--- src/rtl/regfile_pkg.sv ---
// regfile_pkg: shared types and helpers for the multi-port register file.
//   state_t     : INIT (reset walk in progress) / RUN (normal operation)
//   addr_width  : register address width for a given register count
//   init_value  : value loaded into register idx during the reset walk
package regfile_pkg;

  typedef enum logic {
    ST_INIT = 1'b0,
    ST_RUN  = 1'b1
  } state_t;

  // Widest data path the init helper supports; callers truncate to XLEN.
  localparam int MAX_XLEN = 64;

  function automatic int addr_width(input int nregs);
    return (nregs < 2) ? 1 : $clog2(nregs);
  endfunction

  // mode 0: all registers start at zero; mode 1: register i starts at i.
  function automatic logic [MAX_XLEN-1:0] init_value(input int mode, input int idx);
    return (mode == 1) ? MAX_XLEN'(idx) : '0;
  endfunction

endpackage

--- src/rtl/regfile_scoreboard.sv ---
// regfile_scoreboard: one busy bit per register.
//   clk, reset          : clock, synchronous active-high clear of all bits
//   set_en, set_addr    : mark a register busy (destination reserved at issue)
//   clr_en, clr_addr    : clear a register's busy bit (writeback)
//   lookup_addr/busy    : NREAD combinational lookups, packed AW bits per port
// Register 0 never holds a busy bit. When set and clear hit the same register
// in one cycle the set wins: the newly issued producer is still outstanding.
module regfile_scoreboard
  import regfile_pkg::*;
#(
  parameter int NREGS = 32,
  parameter int NREAD = 2,
  parameter int AW    = 5
) (
  input  logic                clk,
  input  logic                reset,
  input  logic                set_en,
  input  logic [AW-1:0]       set_addr,
  input  logic                clr_en,
  input  logic [AW-1:0]       clr_addr,
  input  logic [NREAD*AW-1:0] lookup_addr,
  output logic [NREAD-1:0]    lookup_busy
);

  logic [NREGS-1:0] busy;

  always_ff @(posedge clk) begin
    if (reset) begin
      busy <= '0;
    end else begin
      if (clr_en) busy[clr_addr] <= 1'b0;
      if (set_en) busy[set_addr] <= 1'b1;
      busy[0] <= 1'b0;
    end
  end

  for (genvar k = 0; k < NREAD; k++) begin : g_lookup
    assign lookup_busy[k] = busy[lookup_addr[k*AW +: AW]];
  end

endmodule

--- src/rtl/regfile_mp.sv ---
// regfile_mp: parametrised multi-read-port register file with a pending-write
// scoreboard and a sequenced initialisation walk after reset.
//   clk, reset : clock, synchronous active-high reset
//   ready      : high once every register has been initialised
//   rd_addr    : NREAD packed read addresses (port k at [k*AW +: AW])
//   rd_data    : NREAD packed read data (port k at [k*XLEN +: XLEN])
//   rd_busy    : per port, addressed register awaits a reserved result
//   rsv_en/rsv_addr                : reserve a destination (sets busy)
//   wr_en/wr_addr/wr_data          : writeback (writes data, clears busy)
// Handshake: there is no backpressure. rsv_en and wr_en are single-cycle
// qualifiers accepted on any edge where ready is high and ignored otherwise;
// reads are combinational and valid whenever ready is high (zero before).
// Register 0 reads as zero, is never busy and ignores writes and reserves.
module regfile_mp
  import regfile_pkg::*;
#(
  parameter int XLEN      = 32,
  parameter int NREGS     = 32,
  parameter int NREAD     = 2,
  parameter int BYPASS    = 1,
  parameter int INIT_MODE = 0,
  localparam int AW       = addr_width(NREGS)
) (
  input  logic                  clk,
  input  logic                  reset,
  output logic                  ready,
  input  logic [NREAD*AW-1:0]   rd_addr,
  output logic [NREAD*XLEN-1:0] rd_data,
  output logic [NREAD-1:0]      rd_busy,
  input  logic                  rsv_en,
  input  logic [AW-1:0]         rsv_addr,
  input  logic                  wr_en,
  input  logic [AW-1:0]         wr_addr,
  input  logic [XLEN-1:0]       wr_data
);

  state_t          state;
  logic [AW-1:0]   walk;
  logic [XLEN-1:0] regs [NREGS];

  // Walk FSM: one register initialised per cycle, RUN after the last one.
  always_ff @(posedge clk) begin
    if (reset) begin
      state <= ST_INIT;
      walk  <= '0;
    end else if (state == ST_INIT) begin
      walk <= walk + AW'(1);
      if (walk == AW'(NREGS - 1)) state <= ST_RUN;
    end
  end

  assign ready = (state == ST_RUN);

  // Single array write port shared by the init walk and writeback.
  logic            arr_we;
  logic [AW-1:0]   arr_waddr;
  logic [XLEN-1:0] arr_wdata;

  always_comb begin
    arr_we    = 1'b0;
    arr_waddr = walk;
    arr_wdata = XLEN'(init_value(INIT_MODE, int'(walk)));
    if (!reset) begin
      if (state == ST_INIT) begin
        arr_we = 1'b1;
      end else if (wr_en && (wr_addr != '0)) begin
        arr_we    = 1'b1;
        arr_waddr = wr_addr;
        arr_wdata = wr_data;
      end
    end
  end

  always_ff @(posedge clk) begin
    if (arr_we) regs[arr_waddr] <= arr_wdata;
  end

  // Scoreboard updates only take effect once initialisation is complete.
  logic             sb_set;
  logic             sb_clr;
  logic [NREAD-1:0] sb_busy;

  assign sb_set = ready && rsv_en && (rsv_addr != '0);
  assign sb_clr = ready && wr_en  && (wr_addr  != '0);

  regfile_scoreboard #(
    .NREGS (NREGS),
    .NREAD (NREAD),
    .AW    (AW)
  ) u_scoreboard (
    .clk         (clk),
    .reset       (reset),
    .set_en      (sb_set),
    .set_addr    (rsv_addr),
    .clr_en      (sb_clr),
    .clr_addr    (wr_addr),
    .lookup_addr (rd_addr),
    .lookup_busy (sb_busy)
  );

  // Read ports. A bypass hit returns the in-flight writeback data and reports
  // not-busy; a reservation landing in the same cycle shows up next cycle.
  for (genvar k = 0; k < NREAD; k++) begin : g_rd
    logic [AW-1:0] a;
    logic          hit;

    assign a   = rd_addr[k*AW +: AW];
    assign hit = (BYPASS != 0) && wr_en && (wr_addr == a);

    assign rd_data[k*XLEN +: XLEN] = (!ready || (a == '0)) ? '0 :
                                     hit                   ? wr_data :
                                                             regs[a];
    assign rd_busy[k] = ready && (a != '0) && !hit && sb_busy[k];
  end

endmodule

--- config.mk ---
export PLATFORM = sky130hd
export DESIGN_NAME = regfile_mp
export DESIGN_NICKNAME = d
export VERILOG_FILES = /design/src/rtl/regfile_pkg.sv /design/src/rtl/regfile_scoreboard.sv /design/src/rtl/regfile_mp.sv
export SDC_FILE = /design/constraint.sdc
export NUM_CORES = 1
export LEC_CHECK = 0
export CAP_MARGIN = 10
export CORE_MARGIN = 2
export CORE_UTILIZATION = 35
export DETAILED_ROUTE_END_ITERATION = 10
export HOLD_SLACK_MARGIN = 0.02
export SETUP_SLACK_MARGIN = 0.02
export SLEW_MARGIN = 30
export SYNTH_ARGS = -nofsm -noshare
export SYNTH_HDL_FRONTEND = slang
export SYNTH_SLANG_ARGS = --single-unit
--- constraint.sdc ---
create_clock -name clk -period 4.4 [get_ports clk]
set_clock_uncertainty 0.15 [all_clocks]
set_input_delay 0.88 -clock clk [delete_from_list [all_inputs] [get_ports clk]]
set_output_delay 0.88 -clock clk [all_outputs]
set_load 0.1 [all_outputs]
### Yosys cells after proc, flatten, opt, wreduce, memory -nomap -nowiden

Memory sizes are Yosys's and may differ from the RTL's.
Index checks and enable logic that the tools add are counted.

* logic and storage cells: 72
* bits in registers: 38
* output and inout port bits: 67
* memories kept: 1
* input port bits: 56
* bits in writable memories: 1024

* order comparisons: 6
* eq/ne operators: 3
* bitwise gates (word level): 3
* mux-type cells: 28
* reduce and logical (&&, ||, !) cells: 26
* add/subtract/negate cells: 1

Memory list
* regs: depth 32, bits a word 32, read ports 2, clocked after memory_dff 0, wr ports 1, line regfile_mp.sv:39 `logic [XLEN-1:0] regs [NREGS];`

Operators by type and width (number)
* 32-bit 2-to-1 mux: 10
* 32-bit bitwise AND: 1
* 32-bit NOT: 1
* 32-bit bitwise OR: 1
* 5-bit by 6-bit < comparator with 1-bit output (second input constant): 4
* 5-bit nonzero test: 4
* 1-bit logical AND: 15
* 5-bit 2-to-1 mux: 3
* 1-bit 2-to-1 mux: 11
* 1-bit binary-select mux with 5-bit select: 2
* 1-bit demux with 5-bit select: 2
* 5-bit == test: 2
* 5-bit by 1-bit greater-or-equal comparator with 1-bit output (second input constant): 2
* 5-bit zero test: 2
* 5-bit by 1-bit adder with 5-bit output (second input constant): 1
* 5-bit == test (second input constant): 1
* 1-bit zero test: 3
* 1-bit logical OR: 2

### Logic depth before layout (Yosys ltp)

Gate-level depths: netlist (run 1).

* word-level depth: 10
* mapped depth: 9
* gate-level depth less buffers: 5

### Hierarchy

A second synthesis (run 1) with hierarchy kept.

* cell total of the unflattened synthesis: 2966
* area, all modules: 50741.2 sq um

Modules (own cells, without submodules)
* regfile_mp: instances 1, seq. area each 30869.6 sq um, cells an instance 2737, area each 48913.2 sq um
* regfile_scoreboard: instances 1, seq. area each 620.6 sq um, cells an instance 229, area each 1828.0 sq um

### Worst setup path after synthesis (run 1)

No wires, ideal clock.

* path kind: input to output
* start: input rd_addr[5]
* end: output rd_data[61]
* path slack: -1286 ps
* data required time: 3370 ps
* arrival time: 4656 ps
* stages: 7
* buffers on the path: 2
* cells stage by stage: buf_6 > buf_6 > mux4_2 > mux2i_1 > o21ai_0 > a211oi_1 > nor4_1

* word-level cells in the longest chain between the ends: 4
* elaborated cells on any way between the ends: 7
* classes of those cells: eq/ne (1); mux (2); reduce/logical (3); memory (1)

Ends and longest elaborated chain
* start: declaration: line regfile_mp.sv:27 `input logic [NREAD*AW-1:0] rd_addr,`
* branches (longest 3 deep; another with memory 32 x 32 bit)
* 32-bit 2-to-1 mux (*): line regfile_mp.sv:110 `assign rd_data[k*XLEN +: XLEN] = (!ready || (a == '0)) ? '0 :`
* end: declaration: line regfile_mp.sv:28 `output logic [NREAD*XLEN-1:0] rd_data,`

Mark *: on every way between the ends.

### Worst setup path after layout (run 1)

* start: input rd_addr[3]
* end: output rd_data[14]

Same word-level chain as after synthesis.

==> results of run 1 <==
-- state kept, by name, indices dropped and copies added (netlist names) --
register,count
regs,1024
u_scoreboard.busy,31
walk,5
ready,1
-- metrics by stage --
stage / utilization, % / instance area (µm²) / std cells / power [mW] / TNS (ns)
2_1_floorplan: - / 51100 / 2969 / 12.3 / -0.122
3_3_place_gp: 40.0 / 58100 / 5093 / 13.0 / -0.379
3_5_place_dp: 40.0 / 58100 / 5094 / 13.0 / -0.0923
4_1_cts: 42.6 / 61900 / 5303 / 22.5 / 0
5_1_grt: 42.6 / 62000 / 5305 / 22.9 / 0
6_report: 42.6 / 62000 / 5305 / 22.4 / 0
-- per-layer routing --
layer	wire length [µm]	part of all wire [%]
met2	80700	48
met1	67800	40
met5	0	0
met3	14700	8.7
met4	5860	3.5
-- worst max path at each step --
stage / start / depth (start not counted) / endpoint
detailed placement: rd_addr[3] / 10 / rd_data[6]
global route: rd_addr[8] / 11 / rd_data[46]
finish: rd_addr[3] / 11 / rd_data[14]
global placement: wr_addr[2] / 8 / rd_data[46]
CTS: rd_addr[3] / 11 / rd_data[14]
floorplan: rd_addr[5] / 7 / rd_data[61]
-- cell usage in the layout, fill, tap and decap left out, types with 5 or more instances in the layout --
cell type / synthesis / routed
nand2b_1: 12 / 11
o21ai_1: 33 / 34
nand3_1: 39 / 39
clkinvlp_4: 0 / 5
dfxtp_1: 37 / 37
a211o_1: 31 / 30
nor2b_1: 17 / 14
a31oi_1: 30 / 25
a221oi_1: 121 / 121
clkbuf_1: 114 / 14
mux4_2: 380 / 380
clkdlybuf4s50_1: 0 / 46
buf_4: 30 / 232
buf_8: 3 / 5
a21oi_1: 81 / 78
nand4_1: 7 / 7
inv_1: 7 / 7
mux2_2: 93 / 93
mux2i_1: 258 / 258
bufinv_16: 0 / 17
and2_1: 37 / 35
clkbuf_16: 0 / 110
o211ai_1: 11 / 11
o21ai_0: 24 / 23
nor3_1: 17 / 14
nor2_1: 91 / 53
o221ai_1: 30 / 30
clkinv_2: 0 / 24
a22oi_1: 90 / 90
a32o_1: 7 / 7
clkinv_1: 1 / 25
edfxtp_1: 1024 / 1024
nor2_4: 0 / 37
o21bai_1: 61 / 61
xnor2_1: 11 / 11
buf_12: 1 / 173
nand2_1: 103 / 102
a221o_1: 30 / 30
-- Yosys cell counts (all sizes together), types with 37 or more instances --
cell	count
buf	132
o21ai	57
a221oi	121
o21bai	61
mux4	380
nand2	103
a21oi	81
and2	37
dfxtp	37
edfxtp	1024
mux2	93
a22oi	90
nor2	91
nand3	39
mux2i	258
clkbuf	114
-- worst register-to-register path: stages (launching register included) --
cell       delay (ns)
dfxtp_1          0.31
buf_4            0.25
inv_1            0.21
a2111oi_4        0.57
buf_4            0.29
mux2_2           0.40
nand2b_1         0.33
nor2_4           0.20
buf_12           0.31
-- cells by family after synthesis --
group | count (synthesis) | synth area share (%)
mux | 731 | 23.8
simple gates | 343 | 3.18
compound gates | 565 | 8.22
flops | 1061 | 61.6
buf+inv | 255 | 2.91
xor+xnor | 12 | 0.206
fa+ha+maj | 2 | 0.0489
-- final cells by class --
cell class	instances	area (µm²)
clock inverter	78	846
sequential	1061	31500
fill	12700	83400
timing repair buffer	463	5830
tap	1917	2400
clock buffer	124	2810
inverter	9	37.5
multi-input combinational	1653	18500
-- power by group --
part	total, mW	internal [mW]	switching [mW]
clock	9.61	5.56	4.04
combinational	1.77	0.776	0.992
sequential	11.0	11.0	0.0304
-- repair_timing --
item / 4_1_cts / 5_1_grt
setup buffers: 7 / 2
setup endpoints to repair: 19 / 36
pin swaps: 2 / 10
resized for setup: 3 / 16
==> impl_results.md, run 1 <==
* Cell type with the largest total area after synthesis: edfxtp_1
* Worst relative slew slack at 41.1%
* Inserted Diodes at 0
* Top cell type's share of synthesized area at 60.2%
* Slew Viols, Final at 0
* Met3 Use GR at 4.01%
* Flop-to-flop setup slack at 1.02 ns
* Die footprint at 149000 µm²
* PortBufs at 122
* Register clock-pin slew on the reported worst setup and hold paths at 0.06 ns
* Antenna-violating nets left at 0
* CP required at 3.37 ns
* Cell Pwr Density at 361 nW/µm²
* IO Pins at 123
* Crit path largest cell delay at 0.51 ns
* Met1 Resource Use GR at 30.4%
* Initial antenna violation count at 4
* Gr busiest metal: met2
* Max Fclk at 229 MHz
* CTS tree: done
* Num Clock Sinks at 1061
* Drt pass-1 iters at 5
* Leading post-synthesis cells by cell area: edfxtp_1, mux4_2, mux2i_1
* Core area at 145000 µm²
* Sequential area share after synthesis at 61.6%
* Dpl hpwl at 109000 µm
* Number of synthesized flops with an enable pin at 1024
* CTS H-tree depth at 3
* Synth Register Bits at 1061
* Syn Area/Cell at 17.2 µm²
* First-pass GRT wire length at 239000 µm
* R2r startpoint: ready$_SDFF_PP0_
* Final WS setup at 0.0391 ns
* RSZ-0062 raised after global routing: no
* Synthesized cell area at 51100 µm²
* TritonCTS buffer count at 108
* Area grow syn2layout at 21.2%
* Die Wd at 386 µm
* Status: complete, no violations
* Clock Tree Buf Depth at 3
* Routed len/inst at 31.9 µm
* Critical-path top delay cell: clkdlybuf4s50_1
* Pin count of the biggest net entering global routing at 72
* # hold bufs at CTS at 0
* Remaining Overflow, GRT at 0
* Placement Setup Slack at -0.0295 ns
* Worst Path Buf+Inv at 6
* Crit path max fanout at 13
* Share of post-route cells with drive strength above 1 at 33.1%
* Reg-to-reg endpoint: regs[7][10]$_DFFE_PP_
* Actual slew at the worst max-slew pin at 0.881 ns
* Syn nets at 3027
* WP data arrival at 3.33 ns
* Global-route usage over all layers at 22.5%
* Worst-Skew Late Latency at 0.73 ns
* Minimum clock period at 4.36 ns
* Vert. Die Dim at 386 µm
* Setup CP Type: input port to output pin
* Yosys cell types at 59
* Leakage power at 21.8 nW
* Startpoint types: input port
* Ys Warns at 0
* WHS Path Cells at 2
* Fin crit share at 99.1%
* Vias in the first global route at 32800
* DRC at 0
* Met2 Track Usage GR at 36.4%
* Vias per cell at 6.12
* Worst setup EP type: output pin
* Starting DRC count in detailed routing at 3866
* Cell class contributing the biggest share of worst-path delay: buffers and inverters
* Peak supply drop at 0.000354 V
* CTS root buf: clkbuf_16
* Vias after detailed routing at 32500
* Hold Slack at 0.347 ns
* Reg2Reg Depth at 8
* Post-Syn Instances at 2969
* Global placement routability congestion at 0.845
* Worst Hold Class: register to register
* Crit-path cells: clkdlybuf4s50_1 -> buf_12 -> xnor2_1 -> nand4_1 -> o211ai_1 -> buf_4 -> buf_6 -> a31oi_1 -> buf_4 -> a211o_1 -> buf_12
* Hold path start: u_scoreboard.busy[10]$_SDFF_PP0_
* Row cnt at 140
* Setup-failing EPs final at 0
* Initial Util at 35.2%
* Final hold vios at 0
* Top_reg_cell synth: edfxtp_1
* WL final at 169000 µm
* Max-cap violations at 0
* Nets at 3354
* Async S/R FF share, synth at 0%
* Hold Crit Endpoint: u_scoreboard.busy[10]$_SDFF_PP0_
No activity file was read; power rests on OpenSTA's default activity.
==> run 2: changes to the inputs <==
--- a/config.mk
+++ b/config.mk
@@ -10,6 +10,7 @@
 export CORE_UTILIZATION = 35
 export DETAILED_ROUTE_END_ITERATION = 10
 export HOLD_SLACK_MARGIN = 0.02
+export RECOVER_POWER = 100
 export SETUP_SLACK_MARGIN = 0.02
 export SLEW_MARGIN = 30
 export SYNTH_ARGS = -nofsm -noshare
==> constraint.sdc (replaced) <==
create_clock -name clk -period 4.6 [get_ports clk]
set_clock_uncertainty 0.15 [all_clocks]
set_input_delay 0.92 -clock clk [delete_from_list [all_inputs] [get_ports clk]]
set_output_delay 0.92 -clock clk [all_outputs]
set_load 0.1 [all_outputs]
==> impl_results.md, run 2 (synthesis results as in run 1) <==
* Num Clock Sinks at 1061 (unchanged)
* RSZ-0062 raised after global routing: no (unchanged)
* IO Pins at 123 (unchanged)
* Hold path start: u_scoreboard.busy[7]$_SDFF_PP0_ (was u_scoreboard.busy[10]$_SDFF_PP0_)
* Minimum clock period at 4.53 ns
* Inserted Diodes at 0 (unchanged)
* Vert. Die Dim at 386 µm (unchanged)
* Reg2Reg Depth at 9 (was 8)
* Commonest cells after routing, fill and taps aside: edfxtp_1, mux4_2, mux2i_1, buf_4, a221oi_1 (was edfxtp_1, mux4_2, mux2i_1, buf_4, buf_12)
* Vias per cell at 6.15 (was 6.12)
* Routed len/inst at 31.9 µm (about the same)
* Share of post-route cells with drive strength above 1 at 30.2% (was 33.1%)
* Core area at 145000 µm² (unchanged)
* Setup CP Type: input port to output pin (unchanged)
* DRC at 0 (unchanged)
* CP required at 3.53 ns (was 3.37 ns)
* Footprint of the multi-input gates at 18300 µm² (was 18500 µm²)
* Clock Tree Buf Depth at 3 (unchanged)
* Pin count of the biggest net entering global routing at 51 (was 72)
* WHS Path Cells at 2 (unchanged)
* Worst setup EP type: output pin (unchanged)
* PortBufs at 122 (unchanged)
* Most flops, register: regs (unchanged)
* CTS root buf: clkbuf_16 (unchanged)
* Leakage power at 21.0 nW (was 21.8 nW)
* CTS tree: done (unchanged)
* WP data arrival at 3.46 ns (was 3.33 ns)
* Crit path max fanout at 16 (was 13)
* CTS H-tree depth at 3 (unchanged)
* Global placement routability congestion at 0.845 (about the same)
* Initial Util at 35.2% (unchanged)
* Worst relative slew slack at -27.3% (was 41.1%)
* Commonest non-fill, non-tap cell in the layout: edfxtp_1 (unchanged)
* Hold Crit Endpoint: u_scoreboard.busy[7]$_SDFF_PP0_ (was u_scoreboard.busy[10]$_SDFF_PP0_)
* Reg area at 31500 µm² (unchanged)
* Worst-Skew Late Latency at 0.71 ns (was 0.73 ns)
* First-pass GRT wire length at 238000 µm (was 239000 µm)
* Starting DRC count in detailed routing at 3869 (was 3866)
* Antenna-violating nets left at 0 (unchanged)
* Filler instances at 13000 (was 12700)
* Remaining Overflow, GRT at 0 (unchanged)
* Hold Slack at 0.340 ns (was 0.347 ns)
* Die footprint at 149000 µm² (unchanged)
* Initial antenna violation count at 3 (was 4)
* Global-route usage over all layers at 22.3% (was 22.5%)
* Final hold vios at 0 (unchanged)
* Max FFs per register at 1024 (unchanged)
* WL final at 168000 µm (was 169000 µm)
* Register clock-pin slew on the reported worst setup and hold paths at 0.06 ns (about the same)
* Startpoint types: input port (unchanged)
* Max Fclk at 221 MHz
* Vias in the first global route at 32500 (was 32800)
* Flop-to-flop setup slack at 0.70 ns (was 1.02 ns)
* Die Wd at 386 µm (unchanged)
* Actual slew at the worst max-slew pin at 1.90 ns (was 0.881 ns)
* Nets at 3321 (was 3354)
* Largest regs: regs x1024, u_scoreboard.busy x31, walk x5 (unchanged)
* Area grow syn2layout at 17.3% (was 21.2%)
* TritonCTS buffer count at 109 (was 108)
* # hold bufs at CTS at 0 (unchanged)
* Worst Hold Class: register to register (unchanged)
* Total power at 21.2 mW (was 22.4 mW)
* Status: finished, violations left (was complete, no violations)
* Slew Viols, Final at 45 (was 0)
* Violated checks: max-capacitance violations, max-slew violations
* R2r startpoint: ready$_SDFF_PP0_ (unchanged)
* Peak supply drop at 0.000333 V (was 0.000354 V)
* Fin crit share at 98.4%
* Row cnt at 140 (unchanged)
* Reg-to-reg endpoint: regs[7][0]$_DFFE_PP_ (was regs[7][10]$_DFFE_PP_)
* Drt pass-1 iters at 6 (was 5)
* Dpl hpwl at 108000 µm (was 109000 µm)
* Max-cap violations at 4 (was 0)
* Cell Pwr Density at 353 nW/µm² (was 361 nW/µm²)
* Vias after detailed routing at 32400 (was 32500)
* Setup-failing EPs final at 0 (unchanged)
==> run 2: critical path, cell delays in order <==
cell             delay, ns
clkdlybuf4s50_1       0.63
buf_4                 0.21
xnor2_1               0.07
nand2_1               0.13
o211ai_1              0.10
buf_4                 0.19
buf_12                0.17
a21oi_1               0.53
a221o_1               0.24
buf_6                 0.23
==> run 2: cell type report <==
type / count / area share, %
well taps: 1917 / 4.00
clock buffers: 135 / 4.85
inverters: 9 / 0.0626
multi-input cells: 1653 / 30.5
repair buffers: 429 / 6.86
flip-flops and latches: 1061 / 52.5
clock inverters: 61 / 1.16
==> run 2: where the power goes <==
group,total (mW),internal [mW],switching [mW]
Combinational,1.64,0.704,0.933
Sequential,10.5,10.5,0.0280
Clock,9.02,5.21,3.81
==> run 2: what timing repair did <==
action | in CTS | in global routing
setup endpoints to repair | 0 | 26
resized for setup | 0 | 4
setup buffers | 0 | 3
==> run 2: metal layers <==
layer | wire (µm) | up-vias | global-route usage [%]
met1 | 66600 | 17100 | 30.0
met3 | 14500 | 347 | 3.69
met4 | 6740 | 2 | 8.59
met5 | 7 | - | 0
li1 | - | 13200 | -
met2 | 80000 | 1743 | 36.2
==> run 2: how the worst max path moves through the flow <==
stage / start / end / depth (start not counted)
detailed placement: wr_addr[1] / rd_data[5] / 9
finish: wr_addr[0] / rd_data[46] / 10
global placement: wr_addr[2] / rd_data[5] / 9
CTS: wr_addr[1] / rd_data[13] / 9
floorplan: rd_addr[5] / rd_data[61] / 7
global route: wr_addr[2] / rd_data[24] / 8
==> run 2: per-stage QoR <==
step                      instance area [µm²]  utilization [%]  instances  worst slack [ns]  setup TNS (ns)
after floorplan                         51100                -       2969          -0.00185        -0.00185
after detailed placement                57800             39.7       5066            0.0489               0
final                                   60000             41.2       5265            0.0738               0
after CTS                               61400             42.2       5262            0.0327               0
after global routing                    60000             41.2       5265           0.00743               0
after global placement                  57700             39.7       5063           -0.0265         -0.0529
